--- src/rtl/uart_rx.sv ---
// 8N1 UART receiver with 16x oversampling from an external baud clock, exposed
// as a single status/data word on a valid/ready memory bus.
module uart_rx #(
   parameter int OVERSAMPLE = 16
) (
   input  logic        clk,
   input  logic        reset,
   input  logic        enable,
   input  logic        mem_valid,
   output logic        mem_ready,
   input  logic        mem_instr,
   input  logic [3:0]  mem_wstrb,
   input  logic [31:0] mem_wdata,
   input  logic [31:0] mem_addr,
   output logic [31:0] mem_rdata,
   input  logic        baudClock,
   input  logic        serialIn
);

   localparam logic [2:0] S_IDLE  = 3'd0;
   localparam logic [2:0] S_START = 3'd1;
   localparam logic [2:0] S_DATA  = 3'd2;
   localparam logic [2:0] S_STOP  = 3'd3;
   localparam logic [2:0] S_BREAK = 3'd4;

   localparam logic [3:0] TICK_MID  = 4'(OVERSAMPLE / 2 - 1);
   localparam logic [3:0] TICK_LAST = 4'(OVERSAMPLE - 1);

   logic [1:0] sync_q;
   logic       baud_q;
   logic       rxd;
   logic       tick;

   logic [2:0] state_q, state_d;
   logic [3:0] tick_cnt_q, tick_cnt_d;
   logic [2:0] bit_cnt_q, bit_cnt_d;
   logic [7:0] shifter_q, shifter_d;
   logic [7:0] rx_data_q, rx_data_d;
   logic       data_valid_q, data_valid_d;
   logic       frame_err_q, frame_err_d;
   logic       overrun_q, overrun_d;
   logic       rdy_q;

   logic       deliver;
   logic       frame_fault;
   logic       rd_clr;
   logic       wr_clr;

   // Address, write data and instruction flag carry no information for this block.
   logic       unused_bus;
   assign unused_bus = ^{mem_instr, mem_wdata, mem_addr};

   assign rxd  = sync_q[1];
   assign tick = baudClock & ~baud_q;

   always_comb begin
      state_d     = state_q;
      tick_cnt_d  = tick_cnt_q;
      bit_cnt_d   = bit_cnt_q;
      shifter_d   = shifter_q;
      deliver     = 1'b0;
      frame_fault = 1'b0;
      case (state_q)
         S_IDLE: begin
            if (!rxd) begin
               state_d    = S_START;
               tick_cnt_d = 4'd0;
            end
         end
         S_START: begin
            // Re-check the line half a bit in so short glitches are rejected.
            if (tick) begin
               if (tick_cnt_q == TICK_MID) begin
                  tick_cnt_d = 4'd0;
                  bit_cnt_d  = 3'd0;
                  state_d    = rxd ? S_IDLE : S_DATA;
               end else begin
                  tick_cnt_d = tick_cnt_q + 4'd1;
               end
            end
         end
         S_DATA: begin
            if (tick) begin
               if (tick_cnt_q == TICK_LAST) begin
                  tick_cnt_d = 4'd0;
                  shifter_d  = {rxd, shifter_q[7:1]};
                  if (bit_cnt_q == 3'd7) begin
                     state_d = S_STOP;
                  end else begin
                     bit_cnt_d = bit_cnt_q + 3'd1;
                  end
               end else begin
                  tick_cnt_d = tick_cnt_q + 4'd1;
               end
            end
         end
         S_STOP: begin
            if (tick) begin
               if (tick_cnt_q == TICK_LAST) begin
                  tick_cnt_d = 4'd0;
                  if (rxd) begin
                     deliver = 1'b1;
                     state_d = S_IDLE;
                  end else begin
                     frame_fault = 1'b1;
                     state_d     = S_BREAK;
                  end
               end else begin
                  tick_cnt_d = tick_cnt_q + 4'd1;
               end
            end
         end
         S_BREAK: begin
            if (rxd) begin
               state_d = S_IDLE;
            end
         end
         default: begin
            state_d = S_IDLE;
         end
      endcase
   end

   assign rd_clr = mem_valid & enable & rdy_q & (mem_wstrb == 4'b0000);
   assign wr_clr = mem_valid & enable & mem_wstrb[1];

   // Flag sets are applied last so they win over a simultaneous bus clear.
   always_comb begin
      rx_data_d    = rx_data_q;
      data_valid_d = data_valid_q;
      frame_err_d  = frame_err_q;
      overrun_d    = overrun_q;
      if (rd_clr) begin
         data_valid_d = 1'b0;
      end
      if (wr_clr) begin
         frame_err_d = 1'b0;
         overrun_d   = 1'b0;
      end
      if (frame_fault) begin
         frame_err_d = 1'b1;
      end
      if (deliver) begin
         if (!data_valid_q || rd_clr) begin
            rx_data_d    = shifter_q;
            data_valid_d = 1'b1;
         end else begin
            overrun_d = 1'b1;
         end
      end
   end

   always_ff @(posedge clk or posedge reset) begin
      if (reset) begin
         sync_q       <= 2'b11;
         baud_q       <= 1'b0;
         state_q      <= S_IDLE;
         tick_cnt_q   <= 4'd0;
         bit_cnt_q    <= 3'd0;
         shifter_q    <= 8'd0;
         rx_data_q    <= 8'd0;
         data_valid_q <= 1'b0;
         frame_err_q  <= 1'b0;
         overrun_q    <= 1'b0;
         rdy_q        <= 1'b0;
      end else begin
         sync_q       <= {sync_q[0], serialIn};
         baud_q       <= baudClock;
         state_q      <= state_d;
         tick_cnt_q   <= tick_cnt_d;
         bit_cnt_q    <= bit_cnt_d;
         shifter_q    <= shifter_d;
         rx_data_q    <= rx_data_d;
         data_valid_q <= data_valid_d;
         frame_err_q  <= frame_err_d;
         overrun_q    <= overrun_d;
         rdy_q        <= mem_valid & enable;
      end
   end

   assign mem_ready = enable & rdy_q;
   assign mem_rdata = enable ? {21'd0, overrun_q, frame_err_q, data_valid_q, rx_data_q} : 32'd0;

endmodule

--- config.mk ---
export PLATFORM = sky130hd
export DESIGN_NAME = uart_rx
export DESIGN_NICKNAME = d
export VERILOG_FILES = /design/src/rtl/uart_rx.sv
export SDC_FILE = /design/constraint.sdc
export NUM_CORES = 1
export LEC_CHECK = 0
export CAP_MARGIN = 10
export CORE_AREA = 2 2 75 77
export CTS_BUF_LIST = sky130_fd_sc_hd__clkbuf_8
export CTS_CLUSTER_DIAMETER = 60
export DETAILED_ROUTE_END_ITERATION = 8
export DIE_AREA = 0 0 77 79
export GPL_TIMING_DRIVEN = 0
export PLACE_DENSITY_LB_ADDON = 0.1
export SETUP_SLACK_MARGIN = 0.1
export SYNTH_ARGS = -nofsm -noshare
export SYNTH_HDL_FRONTEND = slang
export SYNTH_SLANG_ARGS = --single-unit
--- constraint.sdc ---
create_clock -name clk -period 1.84 [get_ports clk]
set_input_delay 0.552 -clock clk [delete_from_list [all_inputs] [get_ports clk]]
set_output_delay 0.552 -clock clk [all_outputs]
set_load 0.1 [all_outputs]
==> key figures, run 1 <==
Outcome
  • Outcome: complete, but fails checks
  • Failing checks: setup timing

CTS
  • Worst-path clk slew: 70 ps
  • CTS Root Cell: clkbuf_8
  • Num CTS Buffers: 5
  • Clock sink count: 33
  • CTS H-Tree Depth: 2
  • Clk_lat worst skew: between 200 and 300 ps
  • CTS tree: yes
  • Clk buf depth: 2

Yosys
  • Synth warn: 0
  • Synth Area in XOR/XNOR: 0.504%
  • Post-synth EDFFs: 0
  • Mux contribution to synthesized area: 15.2%
  • Leading register cell type out of synthesis: dfrtp_1
  • Synthesized area: 0.00174 mm²
  • Yosys top cell by area: dfrtp_1
  • Post-synthesis simple-gate area fraction: ~14%
  • Seq cells post-synth: 33
  • Asr flop ratio synth: 100%
  • Post-Syn Area per Cell: 11.4 µm²
  • Seq/Total Area, Yosys: between 40 and 50%
  • Post-synth top cells: dfrtp_1, buf_4, and2_1
  • Synth Area in Adders: under 10%
  • Post-synthesis cell type count: 35
  • Dominant cells by area after synthesis: dfrtp_1, buf_4, mux2_2
  • Most frequent cell after synthesis: dfrtp_1
  • Share of the synthesized area in the top cell type: roughly 45%
  • Compound-cell area share of the yosys netlist: 7.06%
  • Largest family of logic cells by synthesized area: multiplexers
  • Synth Instances: 153

Routing
  • Routed met1 length: 1450 µm
  • Wire per inst: roughly 11 µm
  • Final wirelength: around 3300 µm
  • Detail Route Antenna Nets: 0
  • Met2 wire length: ~1600 µm
  • DRC viols: 0
  • Initial DRT Pass Iterations: 4
  • Top Metal Used: met4
  • Vias per cell: 4.28
  • Iter 0 DRT Violations: 60
  • DR vias: about 1.2k
  • Met3 wire len: around 160 µm

Timing
  • Least-Margin Pin Slew: 655 ps
  • Achievable clock frequency: between 500 and 600 MHz
  • Slew headroom: 56.3%
  • Skew final: 4.07 ps
  • Setup TNS Final: -396 ps
  • Setup WS post-layout: -59.5 ps
  • Final clock period utilization by the worst path: 103%
  • # setup viols final: 8
  • Fin. Hold Viols: 0
  • Tmin final: 1900 ps
  • Final Slew Violations: 0
  • RSZ-0062 raised after global routing: true

Worst setup path
  • Crit. Startpoint: mem_wstrb[0]
  • Crit path kind: in -> reg
  • Critical path destination: rx_data_q[5]
  • Maximum fanout along the worst path: 8
  • Crit. End Element: flop
  • Worst setup SP type: input port
  • R2R Setup Slk: 20 ps
  • CP Data Arrival Time: 2070 ps
  • R2R depth: 5
  • Worst r2r src: rdy_q
  • CP Data Required Time: 2010 ps
  • Critical R2R Capture: rx_data_q[5]

Power
  • Maximum VDD drop: 0.312 mV
  • Leak pwr: 1.24 nW
  • P per Cell Area: 826 mW/mm²

GRT
  • First-pass GRT wire length: 5600 µm
  • Largest net degree at the start of global routing: 20
  • Vias in the first global route: 1207
  • GRT Overall Usage: a little under an eighth
  • Initial antenna violation count: 0
  • Total gr overflow: 0

Floorplanning
  • Io pins: 108
  • Core footprint: 0.00534 mm²
  • Cell Rows: 27
  • Initial Util: 32.6%
  • Area of the die: 0.00608 mm²
  • Die span in x: 77 µm
  • Chip Height: roughly 80 µm

Cells and area
  • # diodes: 0
  • Area growth, synth to finish: 44.9%
  • Design area: 0.00252 mm²
  • Fillers: 519
  • Final net count: 291
  • Layout cells sized above 1: 49.1%

Min path
  • Worst min-delay path class: reg -> reg

Job
  • Max-cap violations: 0

Placed design
  • Dpl ws: -1540 ps
  • Number of port buffers: 21
  • Placed cell area: approximately 0.0022 mm²
  • HPWL reported at the end of detailed placement: 2340 µm
  • Gpl congestion: approximately 0.74
## timing repair
item	CTS	global route
pin swaps	7	4
hold buffers	0	0
gates cloned	1	0
setup buffers	7	4
gates resized for setup	129	10
endpoints found under the setup margin	34	30
## state kept, by name, summed over array words and instances, names as in the netlist
name	flops
state_q	3
bit_cnt_q	3
sync_q	2
frame_err_q	1
tick_cnt_q	4
data_valid_q	1
shifter_q	8
rdy_q	1
rx_data_q	8
baud_q	1
overrun_q	1
## placed cells by master (no fill, tap or decap), drive strengths merged, types with 2 or more instances in the layout
| cell | count |
|---|---|
| nor3b | 3 |
| a31oi | 4 |
| dfrtp | 31 |
| inv | 7 |
| nand2 | 9 |
| ha | 3 |
| o21ai | 4 |
| nor2b | 4 |
| o41ai | 2 |
| mux2 | 19 |
| nand4 | 2 |
| clkbuf | 11 |
| conb | 21 |
| nand3 | 3 |
| buf | 52 |
| and2 | 13 |
| nor2 | 4 |
| mux2i | 2 |
| dfstp | 2 |
| clkdlybuf4s50 | 4 |
## final cells by class
class                   instances  area [µm²]  share of cell area (%)
clock inverters                 1        5.00                   0.199
inverters                       7        26.3                    1.04
plain buffers                  27         211                    8.40
repair buffers                 34         423                    16.8
clock buffers                   7        96.3                    3.83
multi-input cells             105         838                    33.3
well taps                      72        90.1                    3.58
flip-flops and latches         33         828                    32.9
## logic make-up (layout without fill, tap and decap cells)
group | Yosys count | after routing
compound gates | 16 | 16
xor+xnor | 1 | 1
fa+ha+maj | 3 | 3
buf+inv | 35 | 76
flops | 33 | 33
mux | 21 | 21
other cells | 1 | 21
simple gates | 43 | 43
## worst max-delay path, cell delays in order
cell,delay [ps]
buf_6,90
or4b_4,540
o31ai_4,220
nor2b_2,190
buf_6,170
mux2_4,310
## worst min path at each step
stage,start,to,cells after the start
2_1_floorplan,sync_q[0],sync_q[1],0
3_3_place_gp,sync_q[0],sync_q[1],0
3_5_place_dp,sync_q[0],sync_q[1],0
4_1_cts,sync_q[0],sync_q[1],0
6_report,sync_q[0],sync_q[1],0
5_1_grt,sync_q[0],sync_q[1],0
## through the flow
step           cells  hold WS, ps  power [mW]  utilization (%)
3_5_place_dp     267          347        1.42             40.6
5_1_grt          286          364        2.19             47.2
4_1_cts          283          356        2.06             45.8
3_3_place_gp     266          346        1.40             40.1
6_report         286          353        2.08             47.2
2_1_floorplan    173          345        1.32                -
## where the power goes
part | internal [mW] | total [mW] | switching (mW)
Combinational | 0.237 | 0.635 | 0.398
Sequential | 0.791 | 0.849 | 0.0582
Clock | 0.338 | 0.596 | 0.258
Total | 1.37 | 2.08 | 0.715
## metal layers
layer	vias up	global-route usage, %
met5	-	0
met3	8	3.18
li1	595	-
met2	35	19.8
met4	0	6.61
met1	587	13.5
No activity file was read; power rests on OpenSTA's default activity.
==> inputs of run 2 (changes only) <==
--- a/config.mk
+++ b/config.mk
@@ -5,7 +5,6 @@
 export SDC_FILE = /design/constraint.sdc
 export NUM_CORES = 1
 export LEC_CHECK = 0
-export CAP_MARGIN = 10
 export CORE_AREA = 2 2 75 77
 export CTS_BUF_LIST = sky130_fd_sc_hd__clkbuf_8
 export CTS_CLUSTER_DIAMETER = 60
==> run 2 against run 1 <==
The flow still finishes with violations (setup timing). Register-to-register slack about the same. Global-route usage decreased by 0.16 points. Die area unchanged. Power increased by 2.1%. Sequential power decreased by 0.7%. Flip-flop and latch count unchanged. Utilization decreased by 0.42 points. Clock-buffer cell count unchanged. Critical path type unchanged. Largest power group unchanged.
==> key figures, run 2 (synthesis results as in run 1) <==
Outcome
  • Outcome: complete, but fails checks (unchanged)
  • Failing checks: setup timing (unchanged)

Cells and area
  • # diodes: 0 (unchanged)
  • Most frequent cells in the layout: buf_4, dfrtp_1, conb_1 (unchanged)
  • Largest regs: rx_data_q: 8 flops, shifter_q: 8 flops, tick_cnt_q: 4 flops (unchanged)
  • Fillers: 525 (was 519)
  • Multi-input gate area: 848 µm² (was 838 µm²)
  • Area growth, synth to finish: 43.6% (was 44.9%)
  • Design area: 0.00250 mm² (was 0.00252 mm²)
  • Final net count: 292 (was 291)
  • Most common cell after layout, fill and taps aside: buf_4 (unchanged)
  • Layout cells sized above 1: 51.6% (was 49.1%)
  • Reg area: 828 µm² (unchanged)
  • Layout Cells excl Fill: 287 (was 286)

Placed design
  • Placed cell area: 0.00214 mm² (was 0.00217 mm²)
  • HPWL reported at the end of detailed placement: 2260 µm (was 2340 µm)
  • Number of port buffers: 21 (unchanged)
  • Dpl cells: 266 (was 267)
  • Gpl congestion: 0.745 (unchanged)

Power
  • Maximum VDD drop: 0.298 mV (was 0.312 mV)
  • Sequential fraction of design power: 39.7% (was 40.8%)
  • Switch share: 34.2% (was 34.3%)
  • Internal cell power: 1.40 mW (was 1.37 mW)
  • P per Cell Area: 851 mW/mm² (was 826 mW/mm²)
  • Power consumption: 2.12 mW (was 2.08 mW)
  • Combinational Power Share: 32.2% (was 30.5%)
  • Clk pwr share: 28.1% (was 28.7%)
  • Sw Pwr: 0.727 mW (was 0.715 mW)
  • Leak pwr: 1.22 nW (was 1.24 nW)

CTS
  • Clock sink count: 33 (unchanged)
  • Num CTS Buffers: 5 (unchanged)
  • CTS tree: yes (unchanged)
  • Clk_lat worst skew: 280 ps (about the same)
  • Clk buf depth: 2 (unchanged)
  • CTS H-Tree Depth: 2 (unchanged)
  • Worst-path clk slew: 70 ps (about the same)
  • CTS Root Cell: clkbuf_8 (unchanged)

Worst setup path
  • CP Data Arrival Time: 2060 ps (was 2070 ps)
  • Worst setup SP type: input port (unchanged)
  • Crit path kind: in -> reg (unchanged)
  • Crit path largest cell delay: 540 ps (about the same)
  • Maximum fanout along the worst path: 8 (unchanged)
  • Worst path slowest cell: or4b_4 (unchanged)
  • Crit. End Element: flop (unchanged)
  • CP Data Required Time: 2000 ps (was 2010 ps)
  • Most used cell, CP: buf_6 (unchanged)
  • Cell Chain, Critical Path: buf_6 -> or4b_4 -> o31ai_4 -> nor2b_2 -> buf_6 -> mux2_4 (unchanged)

GRT
  • Total gr overflow: 0 (unchanged)
  • First-pass GRT wire length: 5500 µm (was 5600 µm)
  • Initial antenna violation count: 0 (unchanged)
  • GRT Overall Usage: 11.6% (was 11.7%)
  • Vias in the first global route: 1183 (was 1207)
  • Largest net degree at the start of global routing: 34 (was 20)

Routing
  • Iter 0 DRT Violations: 53 (was 60)
  • Detail Route Antenna Nets: 0 (unchanged)
  • DR vias: 1223 (was 1225)
  • Top Metal Used: met4 (unchanged)
  • DRC viols: 0 (unchanged)
  • Met2 wire length: 1610 µm (was 1600 µm)
  • Wire per inst: 11.7 µm (was 11.5 µm)
  • Initial DRT Pass Iterations: 4 (unchanged)
  • Final wirelength: 3360 µm (was 3280 µm)
  • Met3 wire len: 167 µm (was 160 µm)
  • Routed met1 length: 1530 µm (was 1450 µm)
  • Vias per cell: 4.26 (was 4.28)

Timing
  • Achievable clock frequency: 528 MHz (was 526 MHz)
  • RSZ-0062 raised after global routing: true (unchanged)
  • Slew headroom: 52.6% (was 56.3%)
  • Skew final: 2.20 ps (was 4.07 ps)
  • Tmin final: 1900 ps (about the same)
  • Fin. Hold Viols: 0 (unchanged)
  • Worst hold slack: 354 ps (was 353 ps)
  • Least-Margin Pin Slew: 710 ps (was 655 ps)
  • Final clock period utilization by the worst path: 103% (about the same)
  • # setup viols final: 8 (unchanged)
  • Final Slew Violations: 0 (unchanged)
  • Setup WS post-layout: -55.7 ps (was -59.5 ps)

Min path
  • Worst min-delay path class: reg -> reg (unchanged)

Job
  • Max-cap violations: 0 (unchanged)

Floorplanning
  • Cell Rows: 27 (unchanged)
  • Area of the die: 0.00608 mm² (unchanged)
  • Core footprint: 0.00534 mm² (unchanged)
  • Initial Util: 32.6% (unchanged)
  • Io pins: 108 (unchanged)
  • Die span in x: 77 µm (unchanged)
  • Chip Height: 79 µm (unchanged)
-- run 2: changes by cell type in the layout (fill, tap and decap cells not counted), sizes merged --
cell	delta
inv	-1
clkinvlp	+1
buf	+2
clkbuf	-1
-- run 2: final cells by class --
cell class                 instances  area share [%]
sequential                        33            33.2
clock inverter                     1           0.201
buffer                            27            8.52
timing repair buffer              35            15.4
tap                               72            3.61
clock buffer                       7            3.86
inverter                           7            1.20
multi-input combinational        105            34.0
-- run 2: power groups by stage --
| stage | sequential [mW] | combinational, mW | clock, mW |
|---|---|---|---|
| floorplan | 0.839 | 0.486 | 0 |
| global placement | 0.849 | 0.547 | 0 |
| detailed placement | 0.851 | 0.559 | 0 |
| CTS | 0.839 | 0.589 | 0.618 |
| global route | 0.851 | 0.733 | 0.645 |
| finish | 0.843 | 0.685 | 0.596 |
-- run 2: what timing repair did --
item                                    4_1_cts  5_1_grt
setup buffers                                 6        7
cloned                                        1        0
endpoints found under the hold margin         0        0
endpoints found under the setup margin       64       31
pin swaps                                     7        5
resized for setup                           125       16
hold buffers                                  0        0
-- run 2: per-stage QoR --
step	setup WS, ps	util [%]	setup TNS, ps
2_1_floorplan	-175	-	-1450
3_3_place_gp	-1550	40.1	-36040
3_5_place_dp	-1550	40.1	-36840
4_1_cts	-109	44.8	-799
5_1_grt	-92.8	46.8	-668
6_report	-55.7	46.8	-386
-- run 2: layer usage --
metal / GRT usage (%) / up-vias
met5: 0 / -
met4: 5.54 / 0
met3: 3.41 / 6
met2: 20.3 / 34
met1: 12.9 / 587
li1: - / 596
-- run 2: path summary, 6_finish.rpt --
check / from / end / slack (ps) / cells after the start
min in group asynchronous: reset / rx_data_q[4] / 730 / 2
max in group asynchronous: reset / state_q[1] / 720 / 2
setup reg to reg: rdy_q / rx_data_q[4] / 30 / 5
hold reg to reg: sync_q[0] / sync_q[1] / 350 / 0
hold / removal: sync_q[0] / sync_q[1] / 350 / 0
setup / recovery: mem_wstrb[3] / rx_data_q[4] / -60 / 6
-- run 2: critical path, delay by kind of cell --
family                 cells  cell delay [ps]
AND/OR/NAND/NOR            2              730
AO/OA/AOI/OAI              1              210
buffers and inverters      2              260
multiplexers               1              310
